### src/rtl/ieee2fpir_pipe_pkg.sv
// Shared FPIR definitions: type encodings, input classes and field-width helpers.
package ieee2fpir_pipe_pkg;

  localparam int BW_FPIR_TYPE = 3;
  localparam int BW_CLS       = 3;

  typedef enum logic [BW_FPIR_TYPE-1:0] {
    FT_NORMAL = 3'd0,
    FT_NAN    = 3'd1,
    FT_PZERO  = 3'd2,
    FT_MZERO  = 3'd3,
    FT_PINF   = 3'd4,
    FT_MINF   = 3'd5
  } fpir_type_e;

  typedef enum logic [BW_CLS-1:0] {
    CLS_NORMAL = 3'd0,
    CLS_SUB    = 3'd1,
    CLS_ZERO   = 3'd2,
    CLS_INF    = 3'd3,
    CLS_NAN    = 3'd4
  } ieee_class_e;

  function automatic int ieee_width(int bw_exp, int bw_man);
    return 1 + bw_exp + bw_man;
  endfunction

  function automatic int fpir_width(int bw_exp, int bw_sig);
    return BW_FPIR_TYPE + 1 + bw_exp + bw_sig;
  endfunction

endpackage

### src/rtl/ieee2fpir_lane.sv
// One lane of IEEE->FPIR conversion, combinational. The classify/lzc half feeds
// the stage-1 registers; the normalise half works from those registers.
module ieee2fpir_lane
  import ieee2fpir_pipe_pkg::*;
#(
  parameter int BW_IEEE_EXPONENT    = 8,
  parameter int BW_IEEE_MANTISSA    = 23,
  parameter int BW_FPIR_EXPONENT    = BW_IEEE_EXPONENT + 2,
  parameter int BW_FPIR_SIGNIFICAND = BW_IEEE_MANTISSA + 1,
  parameter int BW_LZC              = $clog2(BW_IEEE_MANTISSA + 1)
) (
  input  logic [BW_IEEE_EXPONENT+BW_IEEE_MANTISSA:0]                      ieee_i,
  output logic [BW_CLS-1:0]                                               cls_o,
  output logic                                                            sign_o,
  output logic [BW_IEEE_EXPONENT-1:0]                                     exp_o,
  output logic [BW_IEEE_MANTISSA-1:0]                                     man_o,
  output logic [BW_LZC-1:0]                                               lzc_o,
  input  logic [BW_CLS-1:0]                                               cls_i,
  input  logic                                                            sign_i,
  input  logic [BW_IEEE_EXPONENT-1:0]                                     exp_i,
  input  logic [BW_IEEE_MANTISSA-1:0]                                     man_i,
  input  logic [BW_LZC-1:0]                                               lzc_i,
  input  logic                                                            ftz_i,
  output logic [BW_FPIR_TYPE+BW_FPIR_EXPONENT+BW_FPIR_SIGNIFICAND:0]      fpir_o
);
  localparam int E   = BW_IEEE_EXPONENT;
  localparam int M   = BW_IEEE_MANTISSA;
  localparam int FE  = BW_FPIR_EXPONENT;
  localparam int FS  = BW_FPIR_SIGNIFICAND;
  localparam int PAD = FS - M - 1;
  localparam logic [FE-1:0] BIAS = FE'(2**(E-1) - 1);

  assign sign_o = ieee_i[E+M];
  assign exp_o  = ieee_i[M +: E];
  assign man_o  = ieee_i[M-1:0];

  always_comb begin
    cls_o = CLS_NORMAL;
    if (&exp_o)             cls_o = (|man_o) ? CLS_NAN : CLS_INF;
    else if (exp_o == '0)   cls_o = (|man_o) ? CLS_SUB : CLS_ZERO;
  end

  // Ascending scan, last hit wins: ends on the most significant set bit.
  always_comb begin
    lzc_o = '0;
    for (int i = 0; i < M; i++)
      if (man_o[i]) lzc_o = BW_LZC'(M - 1 - i);
  end

  logic [M-1:0]  man_sh;
  logic [M:0]    sig_norm, sig_sub;
  logic [FE-1:0] exp_norm, exp_sub;
  fpir_type_e    typ;
  logic [FE-1:0] fexp;
  logic [FS-1:0] sig;

  // Shifting by lzc puts the leading one at the MSB, where it becomes the explicit bit.
  assign man_sh   = man_i << lzc_i;
  assign sig_sub  = {man_sh, 1'b0};
  assign sig_norm = {1'b1, man_i};
  assign exp_norm = FE'(exp_i) - BIAS;
  assign exp_sub  = FE'(0) - BIAS - FE'(lzc_i);

  always_comb begin
    typ  = FT_NORMAL;
    fexp = '0;
    sig  = '0;
    case (cls_i)
      CLS_NORMAL: begin
        fexp = exp_norm;
        sig  = FS'(sig_norm) << PAD;
      end
      CLS_SUB: begin
        if (ftz_i) typ = sign_i ? FT_MZERO : FT_PZERO;
        else begin
          fexp = exp_sub;
          sig  = FS'(sig_sub) << PAD;
        end
      end
      CLS_ZERO: typ = sign_i ? FT_MZERO : FT_PZERO;
      CLS_INF:  typ = sign_i ? FT_MINF  : FT_PINF;
      default:  typ = FT_NAN;
    endcase
  end

  assign fpir_o = {typ, sign_i, fexp, sig};

endmodule

### src/rtl/ieee2fpir_pipe.sv
// Two-stage, NUM_LANE-wide IEEE->FPIR converter with valid/ready on both sides
// and sticky NaN/subnormal status flags.
module ieee2fpir_pipe
  import ieee2fpir_pipe_pkg::*;
#(
  parameter int NUM_LANE            = 4,
  parameter int BW_IEEE_EXPONENT    = 8,
  parameter int BW_IEEE_MANTISSA    = 23,
  parameter int BW_FPIR_EXPONENT    = BW_IEEE_EXPONENT + 2,
  parameter int BW_FPIR_SIGNIFICAND = BW_IEEE_MANTISSA + 1
) (
  input  logic clk,
  input  logic rstnn,
  input  logic enable,
  input  logic ftz,
  input  logic clear_flags,
  input  logic s_valid,
  output logic s_ready,
  input  logic [NUM_LANE*(1+BW_IEEE_EXPONENT+BW_IEEE_MANTISSA)-1:0]                     s_data,
  output logic m_valid,
  input  logic m_ready,
  output logic [NUM_LANE*(BW_FPIR_TYPE+1+BW_FPIR_EXPONENT+BW_FPIR_SIGNIFICAND)-1:0]     m_data,
  output logic nan_seen,
  output logic subnormal_seen
);
  localparam int E       = BW_IEEE_EXPONENT;
  localparam int M       = BW_IEEE_MANTISSA;
  localparam int BW_IEEE = ieee_width(BW_IEEE_EXPONENT, BW_IEEE_MANTISSA);
  localparam int BW_FPIR = fpir_width(BW_FPIR_EXPONENT, BW_FPIR_SIGNIFICAND);
  localparam int BW_LZC  = $clog2(BW_IEEE_MANTISSA + 1);
  localparam int STAGES  = 2;

  logic [STAGES:1] vld_pipe_d, vld_pipe_q;
  logic adv1, adv2, ld1, ld2, fire;

  logic [NUM_LANE-1:0][BW_CLS-1:0]  c_cls;
  logic [NUM_LANE-1:0]              c_sign;
  logic [NUM_LANE-1:0][E-1:0]       c_exp;
  logic [NUM_LANE-1:0][M-1:0]       c_man;
  logic [NUM_LANE-1:0][BW_LZC-1:0]  c_lzc;
  logic [NUM_LANE-1:0][BW_FPIR-1:0] c_fpir;

  logic [NUM_LANE-1:0][BW_CLS-1:0]  s1_cls_d,  s1_cls_q;
  logic [NUM_LANE-1:0]              s1_sign_d, s1_sign_q;
  logic [NUM_LANE-1:0][E-1:0]       s1_exp_d,  s1_exp_q;
  logic [NUM_LANE-1:0][M-1:0]       s1_man_d,  s1_man_q;
  logic [NUM_LANE-1:0][BW_LZC-1:0]  s1_lzc_d,  s1_lzc_q;
  logic                             s1_ftz_d,  s1_ftz_q;

  logic [NUM_LANE-1:0][BW_FPIR-1:0] s2_fpir_d, s2_fpir_q;
  logic [NUM_LANE-1:0]              s2_nan_d,  s2_nan_q;
  logic [NUM_LANE-1:0]              s2_sub_d,  s2_sub_q;

  logic nan_seen_d, nan_seen_q, sub_seen_d, sub_seen_q;

  assign adv2    = ~vld_pipe_q[2] | m_ready;
  assign adv1    = ~vld_pipe_q[1] | adv2;
  assign ld1     = enable & adv1;
  assign ld2     = enable & adv2;
  assign s_ready = rstnn & enable & adv1;
  assign m_valid = rstnn & enable & vld_pipe_q[2];
  assign fire    = m_valid & m_ready;

  for (genvar g = 0; g < NUM_LANE; g++) begin : g_lane
    ieee2fpir_lane #(
      .BW_IEEE_EXPONENT   (BW_IEEE_EXPONENT),
      .BW_IEEE_MANTISSA   (BW_IEEE_MANTISSA),
      .BW_FPIR_EXPONENT   (BW_FPIR_EXPONENT),
      .BW_FPIR_SIGNIFICAND(BW_FPIR_SIGNIFICAND),
      .BW_LZC             (BW_LZC)
    ) u_lane (
      .ieee_i (s_data[g*BW_IEEE +: BW_IEEE]),
      .cls_o  (c_cls[g]),
      .sign_o (c_sign[g]),
      .exp_o  (c_exp[g]),
      .man_o  (c_man[g]),
      .lzc_o  (c_lzc[g]),
      .cls_i  (s1_cls_q[g]),
      .sign_i (s1_sign_q[g]),
      .exp_i  (s1_exp_q[g]),
      .man_i  (s1_man_q[g]),
      .lzc_i  (s1_lzc_q[g]),
      .ftz_i  (s1_ftz_q),
      .fpir_o (c_fpir[g])
    );
  end

  always_comb begin
    vld_pipe_d = vld_pipe_q;
    s1_cls_d   = s1_cls_q;
    s1_sign_d  = s1_sign_q;
    s1_exp_d   = s1_exp_q;
    s1_man_d   = s1_man_q;
    s1_lzc_d   = s1_lzc_q;
    s1_ftz_d   = s1_ftz_q;
    s2_fpir_d  = s2_fpir_q;
    s2_nan_d   = s2_nan_q;
    s2_sub_d   = s2_sub_q;
    if (ld1) begin
      vld_pipe_d[1] = s_valid;
      s1_cls_d      = c_cls;
      s1_sign_d     = c_sign;
      s1_exp_d      = c_exp;
      s1_man_d      = c_man;
      s1_lzc_d      = c_lzc;
      s1_ftz_d      = ftz;
    end
    if (ld2) begin
      vld_pipe_d[2] = vld_pipe_q[1];
      s2_fpir_d     = c_fpir;
      for (int l = 0; l < NUM_LANE; l++) begin
        s2_nan_d[l] = (s1_cls_q[l] == CLS_NAN);
        s2_sub_d[l] = (s1_cls_q[l] == CLS_SUB);
      end
    end
    // A set event on the same cycle as a clear takes priority.
    nan_seen_d = nan_seen_q;
    sub_seen_d = sub_seen_q;
    if (enable & clear_flags) begin
      nan_seen_d = 1'b0;
      sub_seen_d = 1'b0;
    end
    if (fire & |s2_nan_q) nan_seen_d = 1'b1;
    if (fire & |s2_sub_q) sub_seen_d = 1'b1;
  end

  always_ff @(posedge clk) begin
    if (!rstnn) begin
      vld_pipe_q <= '0;
      s1_cls_q   <= '0;
      s1_sign_q  <= '0;
      s1_exp_q   <= '0;
      s1_man_q   <= '0;
      s1_lzc_q   <= '0;
      s1_ftz_q   <= 1'b0;
      s2_fpir_q  <= '0;
      s2_nan_q   <= '0;
      s2_sub_q   <= '0;
      nan_seen_q <= 1'b0;
      sub_seen_q <= 1'b0;
    end else begin
      vld_pipe_q <= vld_pipe_d;
      s1_cls_q   <= s1_cls_d;
      s1_sign_q  <= s1_sign_d;
      s1_exp_q   <= s1_exp_d;
      s1_man_q   <= s1_man_d;
      s1_lzc_q   <= s1_lzc_d;
      s1_ftz_q   <= s1_ftz_d;
      s2_fpir_q  <= s2_fpir_d;
      s2_nan_q   <= s2_nan_d;
      s2_sub_q   <= s2_sub_d;
      nan_seen_q <= nan_seen_d;
      sub_seen_q <= sub_seen_d;
    end
  end

  assign m_data         = s2_fpir_q;
  assign nan_seen       = nan_seen_q;
  assign subnormal_seen = sub_seen_q;

endmodule

### config.mk
export PLATFORM = sky130hd
export DESIGN_NAME = ieee2fpir_pipe
export DESIGN_NICKNAME = d
export VERILOG_FILES = /design/src/rtl/ieee2fpir_pipe_pkg.sv /design/src/rtl/ieee2fpir_lane.sv /design/src/rtl/ieee2fpir_pipe.sv
export SDC_FILE = /design/constraint.sdc
export NUM_CORES = 1
export LEC_CHECK = 0
export BUFFER_PORTS_ARGS = -buffer_cell sky130_fd_sc_hd__buf_2
export CORE_MARGIN = 4
export CORE_UTILIZATION = 60
export CTS_CLUSTER_SIZE = 40
export DETAILED_ROUTE_END_ITERATION = 8
export HOLD_SLACK_MARGIN = 0.05
export PLACE_DENSITY = 0.85
export SKIP_CTS_REPAIR_TIMING = 1
export SLEW_MARGIN = 5
export SYNTH_ARGS = -nofsm -noshare
export SYNTH_HDL_FRONTEND = slang
export SYNTH_SLANG_ARGS = --single-unit
### constraint.sdc
create_clock -name clk -period 5.2 [get_ports clk]
set_input_delay 1.04 -clock clk [delete_from_list [all_inputs] [get_ports clk]]
set_output_delay 1.04 -clock clk [all_outputs]
set_load 0.05 [all_outputs]
==> flow_summary_export.csv <==
group,metric,value,unit
timing,final.setup.tns,0,ns
yosys,yosys.area.top_type,"dfxtp_1",
yosys,synth_area,18600,um2
finish,nFillCells,2513,
drt,drt_pass1_iterations,7,
finish,syn_to_final_growth,14.8,%
clock_network,clk_pin_slew,0.06,ns
clock_network,cts_buffer_depth,3,
finish,final_nets,2609,
timing,layout_setup_ws,1.40,ns
placed_design,dpl_worst_slack,1.47,ns
timing,worstMarginPinSlew,1.28,ns
power_and_ir_drop,pwr-share-clk,0.411,
setup_path,reg2regPathDepth,6,
grt,grt_use_met3,0.0708,
grt,met2_usage,0.546,
power_and_ir_drop,p_int,4.52,mW
placed_design,dp_cells,2824,
setup_path,path_buf_inv,3,
yosys,ys_ff_latch,321,
drt,viasPerCell,6.63,
yosys,synth_ff_type,"dfxtp_1",
setup_path,path_cells,"buf_2 > and2_0 > nand2_1 > inv_1 > buf_2",
grt,first_global_vias,17800,
floorplanning,io_pins,291,
timing,period_minus_slack,3.80,ns
finish,final_common_cell,"nand2_1",
power_and_ir_drop,switching_share,0.290,
power_and_ir_drop,ir_drop,242,uV
floorplanning,start_util,0.607,
power_and_ir_drop,p_leak,8.15,nW
grt,antenna_found_initial,5,
hold_path,hold_path.class,"register to register",
clock_network,cts_inserted_buffers,36,
grt,track_usage,0.347,
yosys,yosysWarnings,0,
power_and_ir_drop,pwr-share-seq,0.427,
grt,grt_max_degree,145,
grt,top_usage_layer,"met2",
placed_design,numPortBuffers,290,
setup_path,end_kind,"primary output",
finish,final_cell_area,21300,um2
placed_design,place.gp.congestion,0.993,
yosys,synth_cell_types,83,
timing,max_freq,263,MHz
yosys,synth_cells,2288,
yosys,syn_avg_cell_area,8.11,um2
power_and_ir_drop,p_switching,1.85,mW
placed_design,dpl_cell_area,20100,um2
yosys,synth_edf_count,0,
setup_path,critPathTopFamily,"buffers and inverters",
finish,final_core_util,0.697,
drt,antenna_left,0,
timing,finalHoldViolations,0,
floorplanning,die_w,184,um
setup_path,startpoint_type,"input port",
drt,routedWlPerCell,21.3,um
timing,drv_slew,0,
drt,drt_iter0_markers,2317,
setup_path,crit_type,"input port to primary output",
timing,skew,0.0132,ns
yosys,async_reset_ff_frac,0,
setup_path,crit_arrival,2.76,ns
timing,finalCritPeriodShare,0.731,
yosys,synth.net_count,2431,
floorplanning,die_h,184,um
hold_path,min_path_cells,2,
grt,grt_pass1_wl,96700,um
floorplanning,die_area,33800,um2
drt,drt-total-wl,61600,um
drt,drc,0,
setup_path,cp_data_required_time,4.16,ns
finish,drive_gt1_frac,0.209,
clock_network,cts.sinks,321,
timing,grt_setup_unrepaired,"false",
timing,setup_viol,0,
clock_network,cts_tree,"built",
yosys,synth.area.top_cells,"dfxtp_1 (35%), nand2_1 (8.9%), mux4_2 (7.6%)",
clock_network,root_buffer,"clkbuf_16",
grt,grt_overflow,0,
placed_design,dp_hpwl,43700,um
setup_path,slowest_delay,0.44,ns
grt,grt.met1_usage,0.473,
floorplanning,core_area,30600,um2
floorplanning,num_rows,64,
setup_path,crit_cells,5,
setup_path,cp_max_fo,13,
run_status,outcome,"finished clean",
setup_path,slowest_stage,"nand2_1",
finish,layout_common_cells,"nand2_1 (439), dfxtp_1 (321), buf_2 (290)",
yosys,ys_seq_area_frac,0.346,
clock_network,htreeDepth,2,
drt,route.vias.total,19200,
setup_path,cpMostUsedCell,"buf_2",
clock_network,clk_latency,0.52,ns
finish,instances_no_fill,2892,
timing,slew_headroom,0.137,
flow_run,maxCapViolCount,0,
power_and_ir_drop,p_comb_frac,0.162,
yosys,synth_top_area_share,0.346,
power_and_ir_drop,power_density,299,nW/um2
==> layout make-up <==
type | instances | area [um2] | share of cell area
multi-input cells | 1745 | 11300 | 0.530
inverters | 44 | 170 | 0.00799
repair buffers | 318 | 1690 | 0.0791
flip-flops and latches | 321 | 6430 | 0.302
well taps | 396 | 495 | 0.0233
diodes | 4 | 10.0 | 0.000470
clock inverters | 11 | 136 | 0.00640
clock buffers | 53 | 1090 | 0.0510
==> flip-flops by register name, indices dropped and copies added, names as in the netlist <==
| name | cells |
|---|---|
| m_data | 148 |
| nan_seen | 1 |
| s1_cls_q | 12 |
| s1_exp_q | 32 |
| s1_ftz_q | 1 |
| s1_lzc_q | 20 |
| s1_man_q | 92 |
| s1_sign_q | 4 |
| s2_nan_q | 4 |
| s2_sub_q | 4 |
| subnormal_seen | 1 |
| vld_pipe_q | 2 |
==> cell families after synthesis <==
| logic type | count (synthesis) | share of synthesized area |
|---|---|---|
| AND/OR/NAND/NOR | 872 | 0.214 |
| AO/OA/AOI/OAI | 643 | 0.223 |
| flip-flops | 321 | 0.346 |
| buffers and inverters | 222 | 0.0483 |
| multiplexers | 193 | 0.150 |
| XOR/XNOR | 29 | 0.0137 |
| adder cells (fa/ha/maj) | 8 | 0.00539 |
==> power by group through the flow <==
stage	clock, mW	combinational [mW]	sequential (mW)
final	2.62	1.03	2.72
after floorplan	0	0.582	2.85
after global routing	2.74	1.11	2.73
after detailed placement	0	1.01	2.76
after CTS	2.64	1.02	2.71
after global placement	0	0.993	2.76
==> stage by stage <==
step           hold WS (ns)  total power [mW]
2_1_floorplan         0.432              3.43
3_3_place_gp          0.429              3.75
3_5_place_dp          0.439              3.77
4_1_cts               0.450              6.37
5_1_grt               0.464              6.58
6_report              0.446              6.37
==> worst paths after layout <==
kind | slack, ns | end | start
max reg2reg | 2.28 | m_data[99] | s1_lzc_q[11]
min | 0.45 | m_data[123] | m_data[123]
max | 1.40 | s_ready | enable
min reg2reg | 0.45 | m_data[123] | m_data[123]
==> worst min-delay path: cells and delay by family (launching register included) <==
family,cells,cell delay (ns)
flops,1,0.32
compound gates,1,0.05
simple gates,1,0.04
==> synth_stat cells, types with 5 or more instances <==
| master | count |
|---|---|
| o221ai_1 | 8 |
| a32oi_1 | 5 |
| nor4_1 | 20 |
| nand3_1 | 57 |
| o211ai_1 | 12 |
| clkbuf_1 | 125 |
| nand4b_1 | 5 |
| a221oi_1 | 13 |
| mux4_2 | 63 |
| mux2i_1 | 80 |
| o311a_1 | 5 |
| nor2_1 | 158 |
| or4_1 | 17 |
| nand2_1 | 441 |
| o21ai_0 | 103 |
| a222oi_1 | 24 |
| buf_1 | 17 |
| a22oi_1 | 64 |
| xor2_1 | 17 |
| xnor2_1 | 12 |
| nor2b_1 | 17 |
| buf_4 | 7 |
| a22o_1 | 10 |
| a32o_1 | 16 |
| dfxtp_1 | 321 |
| o31ai_1 | 17 |
| o22ai_1 | 18 |
| a211oi_1 | 19 |
| mux2_2 | 50 |
| inv_1 | 39 |
| or3_1 | 14 |
| nand2b_1 | 20 |
| a21oi_1 | 254 |
| a2111oi_0 | 10 |
| and3_1 | 14 |
| a2bb2oi_1 | 10 |
| ha_1 | 8 |
| nor4b_1 | 9 |
| buf_2 | 29 |
| a31oi_1 | 9 |
| nand3b_1 | 10 |
| nor3_1 | 50 |
| nand4_1 | 12 |
==> routing by layer <==
| metal | share of wire | up-vias |
|---|---|---|
| li1 | - | 8797 |
| met1 | 0.40 | 9073 |
| met2 | 0.45 | 1129 |
| met3 | 0.11 | 183 |
| met4 | 0.043 | 2 |
| met5 | 0.00021 | - |
No activity file was read; power rests on OpenSTA's default activity.
